==> src/rtl/ps2_host_tx_if.sv <==
// ps2_host_tx_if: command handshake between a controller and the PS/2 host transmitter
interface ps2_host_tx_if;
  logic       start;
  logic [7:0] din;
  logic       busy;
  logic       done;
  logic       ack_ok;
  logic       err_timeout;
  modport master (output start, din, input busy, done, ack_ok, err_timeout);
  modport slave (input start, din, output busy, done, ack_ok, err_timeout);
endinterface

==> src/rtl/ps2_host_tx.sv <==
// ps2_host_tx: host-to-device PS/2 command transmitter with request-to-send, ACK check and watchdog
module ps2_host_tx #(
  parameter int INHIBIT_CYCLES = 5000,
  parameter int TIMEOUT_CYCLES = 750000
) (
  input  logic         clk,
  input  logic         rst,
  ps2_host_tx_if.slave cmd,
  input  logic         ps2c_in,
  input  logic         ps2d_in,
  output logic         ps2c_oe,
  output logic         ps2d_oe
);
  localparam int MAX_CYCLES = INHIBIT_CYCLES > TIMEOUT_CYCLES ? INHIBIT_CYCLES : TIMEOUT_CYCLES;
  localparam int TW = $clog2(MAX_CYCLES + 1);
  localparam logic [2:0] IDLE      = 3'd0;
  localparam logic [2:0] INHIBIT   = 3'd1;
  localparam logic [2:0] REQ       = 3'd2;
  localparam logic [2:0] SHIFT     = 3'd3;
  localparam logic [2:0] ACK       = 3'd4;
  localparam logic [2:0] WAIT_IDLE = 3'd5;
  logic [2:0]    state_q, state_d;
  logic [TW-1:0] tmr_q, tmr_d;
  logic [3:0]    bit_cnt_q, bit_cnt_d;
  logic [8:0]    shreg_q, shreg_d;
  logic [2:0]    c_sync_q, c_sync_d;
  logic [1:0]    d_sync_q, d_sync_d;
  logic          ps2c_oe_q, ps2c_oe_d;
  logic          ps2d_oe_q, ps2d_oe_d;
  logic          busy_q, busy_d;
  logic          done_q, done_d;
  logic          ack_ok_q, ack_ok_d;
  logic          err_q, err_d;
  logic          fall, wd;
  // c_sync_q[1] is the synchronized clock, [2] its previous value for edge detection
  assign fall = c_sync_q[2] & ~c_sync_q[1];
  assign wd = (state_q inside {REQ, SHIFT, ACK, WAIT_IDLE}) && tmr_q == TW'(TIMEOUT_CYCLES - 1);
  assign ps2c_oe = ps2c_oe_q;
  assign ps2d_oe = ps2d_oe_q;
  assign cmd.busy = busy_q;
  assign cmd.done = done_q;
  assign cmd.ack_ok = ack_ok_q;
  assign cmd.err_timeout = err_q;
  // next-state: frame sequencing on device clock falls, with the watchdog overriding every waiting state
  always_comb begin
    c_sync_d = {c_sync_q[1:0], ps2c_in};
    d_sync_d = {d_sync_q[0], ps2d_in};
    state_d = state_q;
    tmr_d = tmr_q + 1'b1;
    bit_cnt_d = bit_cnt_q;
    shreg_d = shreg_q;
    ps2c_oe_d = 1'b0;
    ps2d_oe_d = ps2d_oe_q;
    busy_d = busy_q;
    done_d = 1'b0;
    ack_ok_d = ack_ok_q;
    err_d = err_q;
    case (state_q)
      IDLE: begin
        tmr_d = '0;
        busy_d = 1'b0;
        ps2d_oe_d = 1'b0;
        if (cmd.start && !busy_q) begin
          state_d = INHIBIT;
          shreg_d = {~^cmd.din, cmd.din};
          ack_ok_d = 1'b0;
          err_d = 1'b0;
          busy_d = 1'b1;
          ps2c_oe_d = 1'b1;
          ps2d_oe_d = INHIBIT_CYCLES <= 10;
        end
      end
      INHIBIT: begin
        ps2c_oe_d = 1'b1;
        ps2d_oe_d = int'(tmr_d) >= INHIBIT_CYCLES - 10;
        if (tmr_q == TW'(INHIBIT_CYCLES - 1)) begin
          state_d = REQ;
          tmr_d = '0;
          ps2c_oe_d = 1'b0;
          ps2d_oe_d = 1'b1;
        end
      end
      REQ: begin
        if (fall) begin
          state_d = SHIFT;
          tmr_d = '0;
          bit_cnt_d = 4'd1;
          ps2d_oe_d = ~shreg_q[0];
        end
      end
      SHIFT: begin
        if (fall) begin
          tmr_d = '0;
          bit_cnt_d = bit_cnt_q + 4'd1;
          ps2d_oe_d = bit_cnt_q == 4'd9 ? 1'b0 : ~shreg_q[bit_cnt_q];
          state_d = bit_cnt_q == 4'd9 ? ACK : SHIFT;
        end
      end
      ACK: begin
        if (fall) begin
          state_d = WAIT_IDLE;
          tmr_d = '0;
          ack_ok_d = ~d_sync_q[1];
          ps2d_oe_d = 1'b0;
        end
      end
      WAIT_IDLE: begin
        ps2d_oe_d = 1'b0;
        if (c_sync_q[1] && d_sync_q[1]) begin
          state_d = IDLE;
          done_d = 1'b1;
        end
      end
      default: state_d = IDLE;
    endcase
    if (wd) begin
      state_d = IDLE;
      ps2c_oe_d = 1'b0;
      ps2d_oe_d = 1'b0;
      err_d = 1'b1;
      ack_ok_d = 1'b0;
      done_d = 1'b1;
    end
  end
  // state registers; reset releases both lines at once and parks the synchronizers high
  always_ff @(posedge clk or negedge rst) begin
    if (!rst) begin
      state_q <= IDLE;
      tmr_q <= '0;
      bit_cnt_q <= '0;
      shreg_q <= '0;
      c_sync_q <= '1;
      d_sync_q <= '1;
      ps2c_oe_q <= 1'b0;
      ps2d_oe_q <= 1'b0;
      busy_q <= 1'b0;
      done_q <= 1'b0;
      ack_ok_q <= 1'b0;
      err_q <= 1'b0;
    end else begin
      state_q <= state_d;
      tmr_q <= tmr_d;
      bit_cnt_q <= bit_cnt_d;
      shreg_q <= shreg_d;
      c_sync_q <= c_sync_d;
      d_sync_q <= d_sync_d;
      ps2c_oe_q <= ps2c_oe_d;
      ps2d_oe_q <= ps2d_oe_d;
      busy_q <= busy_d;
      done_q <= done_d;
      ack_ok_q <= ack_ok_d;
      err_q <= err_d;
    end
  end
endmodule

==> src/flat_wrapper.sv <==
// flat-port wrapper written by rule: the top's interface ports become plain ports
module ps2_host_tx_flat 
#(
  parameter int INHIBIT_CYCLES = 5000,
  parameter int TIMEOUT_CYCLES = 750000
)
  (clk, rst, ps2c_in, ps2d_in, ps2c_oe, ps2d_oe, cmd_start, cmd_din, cmd_busy, cmd_done, cmd_ack_ok, cmd_err_timeout);
  ps2_host_tx_if cmd_i ();
  input  logic clk;
  input  logic rst;
  input  logic ps2c_in;
  input  logic ps2d_in;
  output logic ps2c_oe;
  output logic ps2d_oe;
  input wire logic [$bits(cmd_i.start)-1:0] cmd_start;
  input wire logic [$bits(cmd_i.din)-1:0] cmd_din;
  output wire logic [$bits(cmd_i.busy)-1:0] cmd_busy;
  output wire logic [$bits(cmd_i.done)-1:0] cmd_done;
  output wire logic [$bits(cmd_i.ack_ok)-1:0] cmd_ack_ok;
  output wire logic [$bits(cmd_i.err_timeout)-1:0] cmd_err_timeout;
  assign cmd_i.start = cmd_start;
  assign cmd_i.din = cmd_din;
  assign cmd_busy = cmd_i.busy;
  assign cmd_done = cmd_i.done;
  assign cmd_ack_ok = cmd_i.ack_ok;
  assign cmd_err_timeout = cmd_i.err_timeout;
  ps2_host_tx #(.INHIBIT_CYCLES(INHIBIT_CYCLES), .TIMEOUT_CYCLES(TIMEOUT_CYCLES)) u_core (.clk(clk), .rst(rst), .cmd(cmd_i), .ps2c_in(ps2c_in), .ps2d_in(ps2d_in), .ps2c_oe(ps2c_oe), .ps2d_oe(ps2d_oe));
endmodule
==> config.mk <==
export PLATFORM = sky130hd
export DESIGN_NAME = ps2_host_tx_flat
export DESIGN_NICKNAME = d
export VERILOG_FILES = /design/src/rtl/ps2_host_tx_if.sv /design/src/rtl/ps2_host_tx.sv /design/src/flat_wrapper.sv
export SDC_FILE = /design/constraint.sdc
export NUM_CORES = 1
export LEC_CHECK = 0
export CAP_MARGIN = 20
export CORE_AREA = 2 2 69 71
export DETAILED_ROUTE_END_ITERATION = 6
export DIE_AREA = 0 0 71 73
export HOLD_SLACK_MARGIN = 0.03
export PLACE_DENSITY_LB_ADDON = 0.15
export SLEW_MARGIN = 40
export SYNTH_ARGS = -nofsm -noshare
export SYNTH_HDL_FRONTEND = slang
export SYNTH_SLANG_ARGS = --single-unit
==> constraint.sdc <==
create_clock -name clk -period 7.1 [get_ports clk]
set_clock_uncertainty 0.15 [all_clocks]
set_input_delay 1.42 -clock clk [delete_from_list [all_inputs] [get_ports clk]]
set_output_delay 1.42 -clock clk [all_outputs]
set_load 0.02 [all_outputs]
---- Yosys cells after proc, flatten, opt, wreduce, memory -nomap -nowiden ----
Index checks and enable logic that the tools add are counted.
word-level totals
  input port bits ......................... 13
  logic and storage cells ................. 94
  bits in writable memories ............... 0
  latch bits .............................. 0
  flip-flop bits (word level) ............. 47
  memory bits (read-only) ................. 0
  output and inout port bits .............. 6
  memories ................................ 0
operators by class
  equal/unequal tests ..................... 16
  order comparisons ....................... 2
  add/subtract/negate cells ............... 2
  div/mod/pow operators ................... 0
  bitwise logic cells ..................... 5
  muxes and demuxes ....................... 37
  reductions and logical operators ........ 20
  $mul .................................... 0
  shift operators ......................... 0
operators with widths
  operator                                                    count
  case mux 20 bit (3 select lines)                            1
  two-way mux 20 bit                                          2
  two-way mux 3 bit                                           8
  adder 20 x 1 -> 20 bit, second input constant               1
  == test 20 x 13 -> 1 bit, second input constant             1
  == test 20 bit, second input constant                       1
  >= comparator 20 x 13 -> 1 bit, second input constant       1
  two-way mux 1 bit                                           18
  case mux 3 bit (6 select lines)                             1
  != test 3 x 1 -> 1 bit, second input constant               5
  two-way mux 4 bit                                           2
  case mux 4 bit (2 select lines)                             1
  XNOR reduction 8 bit                                        1
  == test 3 x 2 -> 1 bit, second input constant               2
  == test 3 bit, second input constant                        2
  AND reduction 3 bit                                         2
  AND reduction 6 bit                                         1
  nonzero test 2 bit                                          3
  nonzero test 6 bit                                          1
  less-than comparator 4 x 5 -> 1 bit, second input constant  1
  case mux 1 bit (5 select lines)                             1
  adder 4 x 1 -> 4 bit, second input constant                 1
  binary-select mux 1 bit (select 4 bit)                      1
  == test 4 bit, second input constant                        1
  other kinds (15)                                            23

---- Longest topological paths before layout ----
Gate-level depths: netlist of run 1.
  depth after elaboration ................. 7
  gate-level depth with buffers ........... 9
  depth with buffers taken out ............ 8

---- Worst setup path after synthesis of run 1 ----
Ideal clock, no wire load.
  path type ............................... in2reg
  from .................................... input port cmd_start
  to ...................................... register u_core.shreg_q[0]
  setup slack ............................. 4.645 ns
  buffers on the path ..................... 1
  arrival time ............................ 2.180 ns
  required time ........................... 6.825 ns
  setup time .............................. 0.125 ns
  stages on the path ...................... 3
  cells stage by stage .................... nand3_1 > clkbuf_1 > mux2_2
on the way
  cells in the longest elaborated chain, start to end .. 2
ends and longest elaborated chain
  what                           RTL line            RTL
  start, declared                flat_wrapper.sv:15  input wire logic [$bits(cmd_i.start)-1:0] cmd_start;
  logical AND 1 bit              ps2_host_tx.sv:63   if (cmd.start && !busy_q) begin
  AND reduction 2 bit (no line)  n/a
  end signal, assigned           ps2_host_tx.sv:144  shreg_q <= shreg_d;
  end, declared                  ps2_host_tx.sv:25   logic [8:0] shreg_q, shreg_d;
Every way passes these cells.
A chain may end at the register's enable or synchronous reset.

---- Worst setup path after layout of run 1 ----
  from .................................... register u_core.busy_q, in the netlist u_core.cmd.busy
  to ...................................... output port cmd_busy
RTL lines
  what                    RTL line            RTL
  start, declared         ps2_host_tx.sv:30   logic busy_q, busy_d;
  start signal, assigned  ps2_host_tx.sv:149  busy_q <= busy_d;
  end, declared           flat_wrapper.sv:17  output wire logic [$bits(cmd_i.busy)-1:0] cmd_busy;
No word-level cell between the ends.

==> metrics.md, run 1 <==
| Metric | Value |
|---|---|
| Hold Path Sink | u_core.d_sync_q[1] |
| FF+latch count, synth | 47 |
| R2r endpoint | u_core.ps2d_oe |
| Post-Route WL | 5580 um |
| DR WL/cell | 15.7 um |
| Initial antenna violation count | 0 |
| Post-synth ARST share | 100% |
| Area leader, netlist | dfrtp_1 |
| I/O Buffers | 18 |
| Ports | 19 |
| Seq/Total Area, Yosys | 43.1% |
| Routability cong. | 0.917 |
| Sink Count | 47 |
| Worst hold path class | flop to flop |
| Routed vias/inst | 6.04 |
| Post-DRT Antenna Nets | 0 |
| GRT overflow | 0 |
| Hold Crit Depth | 0 |
| Pin count of the biggest net entering global routing | 48 |
| Clock Tree Buf Depth | 2 |
| Slowest cell on the critical path | clkdlybuf4s50_1 |
| Max-slew violations | 0 |
| Mapped Nets | 306 |
| GRT Overall Usage | 23.4% |
| Maximum clock frequency | 349 MHz |
| Slew HR | 56.8% |
| Vias in the first global route | 2016 |
| Syn Inst Count | 289 |
| Final Instance Area | 0.00302 mm^2 |
| Setup bufs post-CTS | 0 |
| Post-route setup TNS | 0 ns |
| Reg2reg setup slack | 4.36 ns |
| RSZ-0062 raised after global routing | no |
| NumNets Final | 317 |
| Root buffer cell | clkbuf_8 |
| Slew at the pin with the worst max-slew slack | 0.643 ns |
| Fin crit share | 40.4% |
| CP Launch Type | flop |
| Number of flops mapped to enable cells by yosys | 0 |
| Via Count | 2144 |
| Maximum vdd drop | 109 uV |
| Layout cell share with drive strength beyond 1 | 10.6% |
| Post-synthesis cell type count | 52 |
| Top cells by count, synth | dfrtp_1 (42), nor2_1 (33), nand2_1 (22), xnor2_1 (21), nor3_1 (13) |
| Crit end category | output pin |
| Post_cts resized | 0 |
| Top_reg_cell synth | dfrtp_1 |
| CTS H-tree lvls | 2 |
| # hold bufs at CTS | 0 |
| Cell area after synthesis | 0.00274 mm^2 |
| CP max FO | 3 |
| Endpoints failing hold | 0 |
| CP delay by family, top | buffers and inverters |
| Critical-path cell list | clkdlybuf4s50_1 |
| Status | completed |
| P_leak | 1.20 nW |
| Max incr delay on CP | 0.61 ns |
| CTS tree | yes |
| Die Height | 73 um |
| Skew-Pair Late Insertion Delay | 0.30 ns |
| TritonRoute pass-1 iters | 4 |
| Number of antenna diodes | 0 |
| Power per Cell Area | 153 mW/mm^2 |
| Row cnt | 25 |
| Critical Path RT | 5.53 ns |
| Die Area | 0.00518 mm^2 |
| Kind of critical path | flop to output pin |
| Final Setup Violations | 0 |
| Cell Area, Placed | 0.00293 mm^2 |
| Global-route wire length before repair | 9520 um |
| Top cell type's share of synthesized area | 38.3% |
| Hold path startpoint | u_core.d_sync_q[0] |
| Clock Pin Slew Worst Setup and Hold Paths | 0.09 ns |
| Leading post-synthesis cells by cell area | dfrtp_1 (38%), xnor2_1 (6.7%), dfstp_2 (4.8%), nor2_1 (4.5%), mux2_2 (3.3%) |
| Post-detail-place hpwl | 3910 um |
| Area Growth Syn to Fin | 10.3% |
| Yosys Warn Count | 0 |
| WP data arrival | 1.30 ns |
| Count leader, synth | dfrtp_1 |
| Width of the die | 71 um |
| Core ar. | 0.00454 mm^2 |
| Worst reg2reg path depth | 7 |
| Starting Density | 60.5% |
| Average size of a mapped cell | 9.49 um^2 |
| DR DRC count | 0 |
| Inserted Clock Buffers | 5 |
| Overall power | 0.463 mW |
| Max cap viols | 0 |
| R2r startpoint | u_core.tmr_q[0] |
| Initial drt markers | 180 |
| Post-layout min period | 2.87 ns |
| WP buf/inv | 1 |
how the worst max path moves through the flow:
stage                          from                end  slack, ns  cells past startpoint
floorplan                 cmd_start  u_core.shreg_q[0]       4.65                      3
global placement          cmd_start  u_core.shreg_q[6]       4.13                      3
detailed placement        cmd_start  u_core.shreg_q[4]       4.11                      3
CTS                 u_core.cmd.busy           cmd_busy       4.23                      1
global route        u_core.tmr_q[0]     u_core.ps2d_oe       4.13                      7
finish              u_core.cmd.busy           cmd_busy       4.23                      1
power by group:
| part | total, mW | switching (mW) | leakage (nW) | internal, mW |
|---|---|---|---|---|
| registers | 0.271 | 0.000978 | 0.599 | 0.270 |
| clock network | 0.171 | 0.0912 | 0.0474 | 0.0795 |
| logic | 0.0210 | 0.0105 | 0.549 | 0.0105 |
placed cells by master (no fill, tap or decap), types with 4 or more instances in the layout:
cell and count:
clkbuf_8 6, nand2_1 22, dfstp_2 5, clkdlybuf4s50_1 17
nor3b_1 4, o21ai_0 7, nor4_1 4, nor2b_1 4
a21oi_1 12, nand4_1 6, xnor2_1 21, o31ai_1 5
nor3_1 13, dfrtp_1 42, ha_1 4, xor2_1 6
nor2_1 33, or3_1 5, and3_1 6, nand3_1 12
inv_1 7, mux2_2 8, nand2b_1 4
final cells by class:
class | count | area (um^2)
fill | 377 | 1510
multi-input combinational | 220 | 1460
sequential | 47 | 1180
timing repair buffer | 19 | 185
clock buffer | 6 | 82.6
tap | 54 | 67.6
inverter | 7 | 26.3
clock inverter | 2 | 16.3
stage by stage:
step	utilization, %	setup slack, ns	hold WS (ns)	cells
after global placement	64.4	4.13	0.196	347
final	66.7	4.23	0.210	355
after CTS	66.7	4.23	0.210	355
after global routing	66.7	4.13	0.212	355
after floorplan	-	4.65	0.195	289
after detailed placement	64.5	4.11	0.197	347
registers in the layout (all words and copies together) (netlist names):
register / count
u_core.cmd.busy: 1
u_core.state_q: 3
u_core.c_sync_q: 3
u_core.ps2d_oe: 1
u_core.bit_cnt_q: 4
u_core.tmr_q: 20
u_core.cmd.done: 1
u_core.cmd.err_timeout: 1
u_core.d_sync_q: 2
u_core.cmd.ack_ok: 1
u_core.ps2c_oe: 1
u_core.shreg_q: 9
layer usage:
metal	share of wire (%)	vias to the layer above	global-route usage (%)
met2	44	55	34.6
li1	-	1058	-
met3	4.4	11	3.59
met5	0	-	0
met1	50	1020	34.1
met4	1.9	0	10.7
logic make-up after synthesis:
kind of cell,count (synthesis),share of synthesized area [%]
multiplexers,13,6.02
adder cells (fa/ha/maj),4,1.82
AO/OA/AOI/OAI,47,11.4
AND/OR/NAND/NOR,129,25.5
flip-flops,47,43.1
XOR/XNOR,27,8.62
buffers and inverters,22,3.51
Power figures use the tool's default switching activity.
==> run 2: changes to the inputs <==
CORE_AREA = 2 2 72 74   (was 2 2 69 71)
DIE_AREA = 0 0 74 76   (was 0 0 71 73)
clock period = 2.8 ns   (was 7.1 ns; I/O delays follow)
==> metrics.md, run 2 (synthesized netlist as in run 1, its figures left out) <==
| Metric | Value |
|---|---|
| Status | completed |
| Kind of critical path | flop to flop |
| CTS H-tree lvls | 2 |
| Power per Cell Area | 404 mW/mm^2 |
| Met1 Track Usage GR | 33.8% |
| Cell Area, Placed | 0.00297 mm^2 |
| Core ar. | 0.00491 mm^2 |
| Overall power | 1.25 mW |
| DR WL/cell | 15.4 um |
| Post_cts resized | 0 |
| Clock Pin Slew Worst Setup and Hold Paths | 0.09 ns |
| Slew at the pin with the worst max-slew slack | 0.532 ns |
| Inst Count DP | 367 |
| Routed vias/inst | 5.93 |
| NumNets Final | 321 |
| Area Growth Syn to Fin | 12.6% |
| Finished Layout Cells | 375 |
| WP data arrival | 2.52 ns |
| Row cnt | 26 |
| Post-Route WL | 5780 um |
| Die Height | 76 um |
| GRT Overall Usage | 22.1% |
| GRT busiest layer | met1 |
| Number of antenna diodes | 0 |
| Skew-Pair Late Insertion Delay | 0.30 ns |
| Most frequent cells in the layout | dfrtp_1 (42), nor2_1 (33), nand2_1 (22), xnor2_1 (21), clkdlybuf4s50_1 (17) |
| Clock Tree Buf Depth | 2 |
| DR DRC count | 0 |
| Via Count | 2224 |
| Pin count of the biggest net entering global routing | 31 |
| GRT overflow | 0 |
| Maximum clock frequency | 404 MHz |
| I/O Buffers | 18 |
| Max cap viols | 0 |
| Post-DRT Antenna Nets | 0 |
| Regs by FF count | u_core.tmr_q (20), u_core.shreg_q (9), u_core.bit_cnt_q (4) |
| Final Instance Area | 0.00309 mm^2 |
| Met3 Use GR | 5.03% |
| # hold bufs at CTS | 0 |
| CP max FO | 8 |
| Initial antenna violation count | 0 |
| Fin crit share | 88.4% |
| Endpoints failing hold | 0 |
| Vias in the first global route | 2073 |
| Commonest non-fill, non-tap cell in the layout | dfrtp_1 |
| Max-slew violations | 0 |
| Final Setup Violations | 0 |
| CTS tree | yes |
| Crit end category | flop |
| RSZ-0062 raised after global routing | no |
| Starting Density | 55.8% |
| TritonRoute pass-1 iters | 4 |
| Maximum vdd drop | 318 uV |
| Max reg flops | 20 |
| Critical Path RT | 2.84 ns |
| Post-layout min period | 2.47 ns |
| Initial drt markers | 192 |
| Slew HR | 64.4% |
| Root buffer cell | clkbuf_8 |
| Inserted Clock Buffers | 5 |
| Layout cell share with drive strength beyond 1 | 11.8% |
| Met2 Use GR | 32.2% |
| Setup bufs post-CTS | 0 |
| Worst hold path class | primary input to async pin |
| Width of the die | 74 um |
| Register with the highest flop count | u_core.tmr_q |
| Routability cong. | 0.955 |
| Ports | 19 |
| Post-detail-place hpwl | 4190 um |
| Post-route setup TNS | 0 ns |
| Sink Count | 47 |
| Die Area | 0.00562 mm^2 |
| P_leak | 1.22 nW |
| Global-route wire length before repair | 9840 um |
| CP Launch Type | flop |
run 2: power breakdown:
group | internal (mW) | switching (mW) | total [mW]
logic | 0.0272 | 0.0274 | 0.0545
clock network | 0.269 | 0.238 | 0.507
registers | 0.685 | 0.00207 | 0.687
total | 0.981 | 0.267 | 1.25
run 2: critical path: stages, from the launching register on:
cell,delay [ns]
dfrtp_1,0.44
ha_1,0.31
nor4b_4,0.24
nand3_2,0.18
or3_1,0.52
a311o_1,0.38
nand4_1,0.09
o21ai_1,0.06
run 2: layer usage:
layer | up-vias | part of all wire [%]
met2 | 68 | 45
met5 | - | 0
met3 | 4 | 5.7
li1 | 1067 | -
met4 | 0 | 0.66
met1 | 1085 | 49
run 2: stage by stage:
stage | util, % | hold slack (ns) | worst slack, ns
after global placement | 60.5 | 0.197 | 0.447
after floorplan | - | 0.114 | 0.536
after detailed placement | 60.5 | 0.197 | 0.370
after global routing | 62.9 | 0.0479 | 0.140
final | 62.9 | 0.0167 | 0.325
after CTS | 62.9 | 0.0328 | 0.355
run 2: path summary, 6_finish.rpt:
kind | start | slack (ns) | endpoint | cells past startpoint
max in group asynchronous | rst | 1.72 | u_core.d_sync_q[1] | 2
min | rst | 0.02 | u_core.ps2c_oe | 1
max | u_core.tmr_q[0] | 0.33 | u_core.state_q[0] | 7
min reg2reg | u_core.c_sync_q[0] | 0.21 | u_core.c_sync_q[1] | 0
max reg2reg | u_core.tmr_q[0] | 0.33 | u_core.state_q[0] | 7
min in group clk | u_core.c_sync_q[0] | 0.21 | u_core.c_sync_q[1] | 0
run 2: area by class of cell:
class,instances,area [um^2]
fillers,416,1820
multi-input cells,220,1460
flip-flops and latches,47,1180
repair buffers,23,213
well taps,70,87.6
clock buffers,5,68.8
clock inverters,3,46.3
inverters,7,26.3
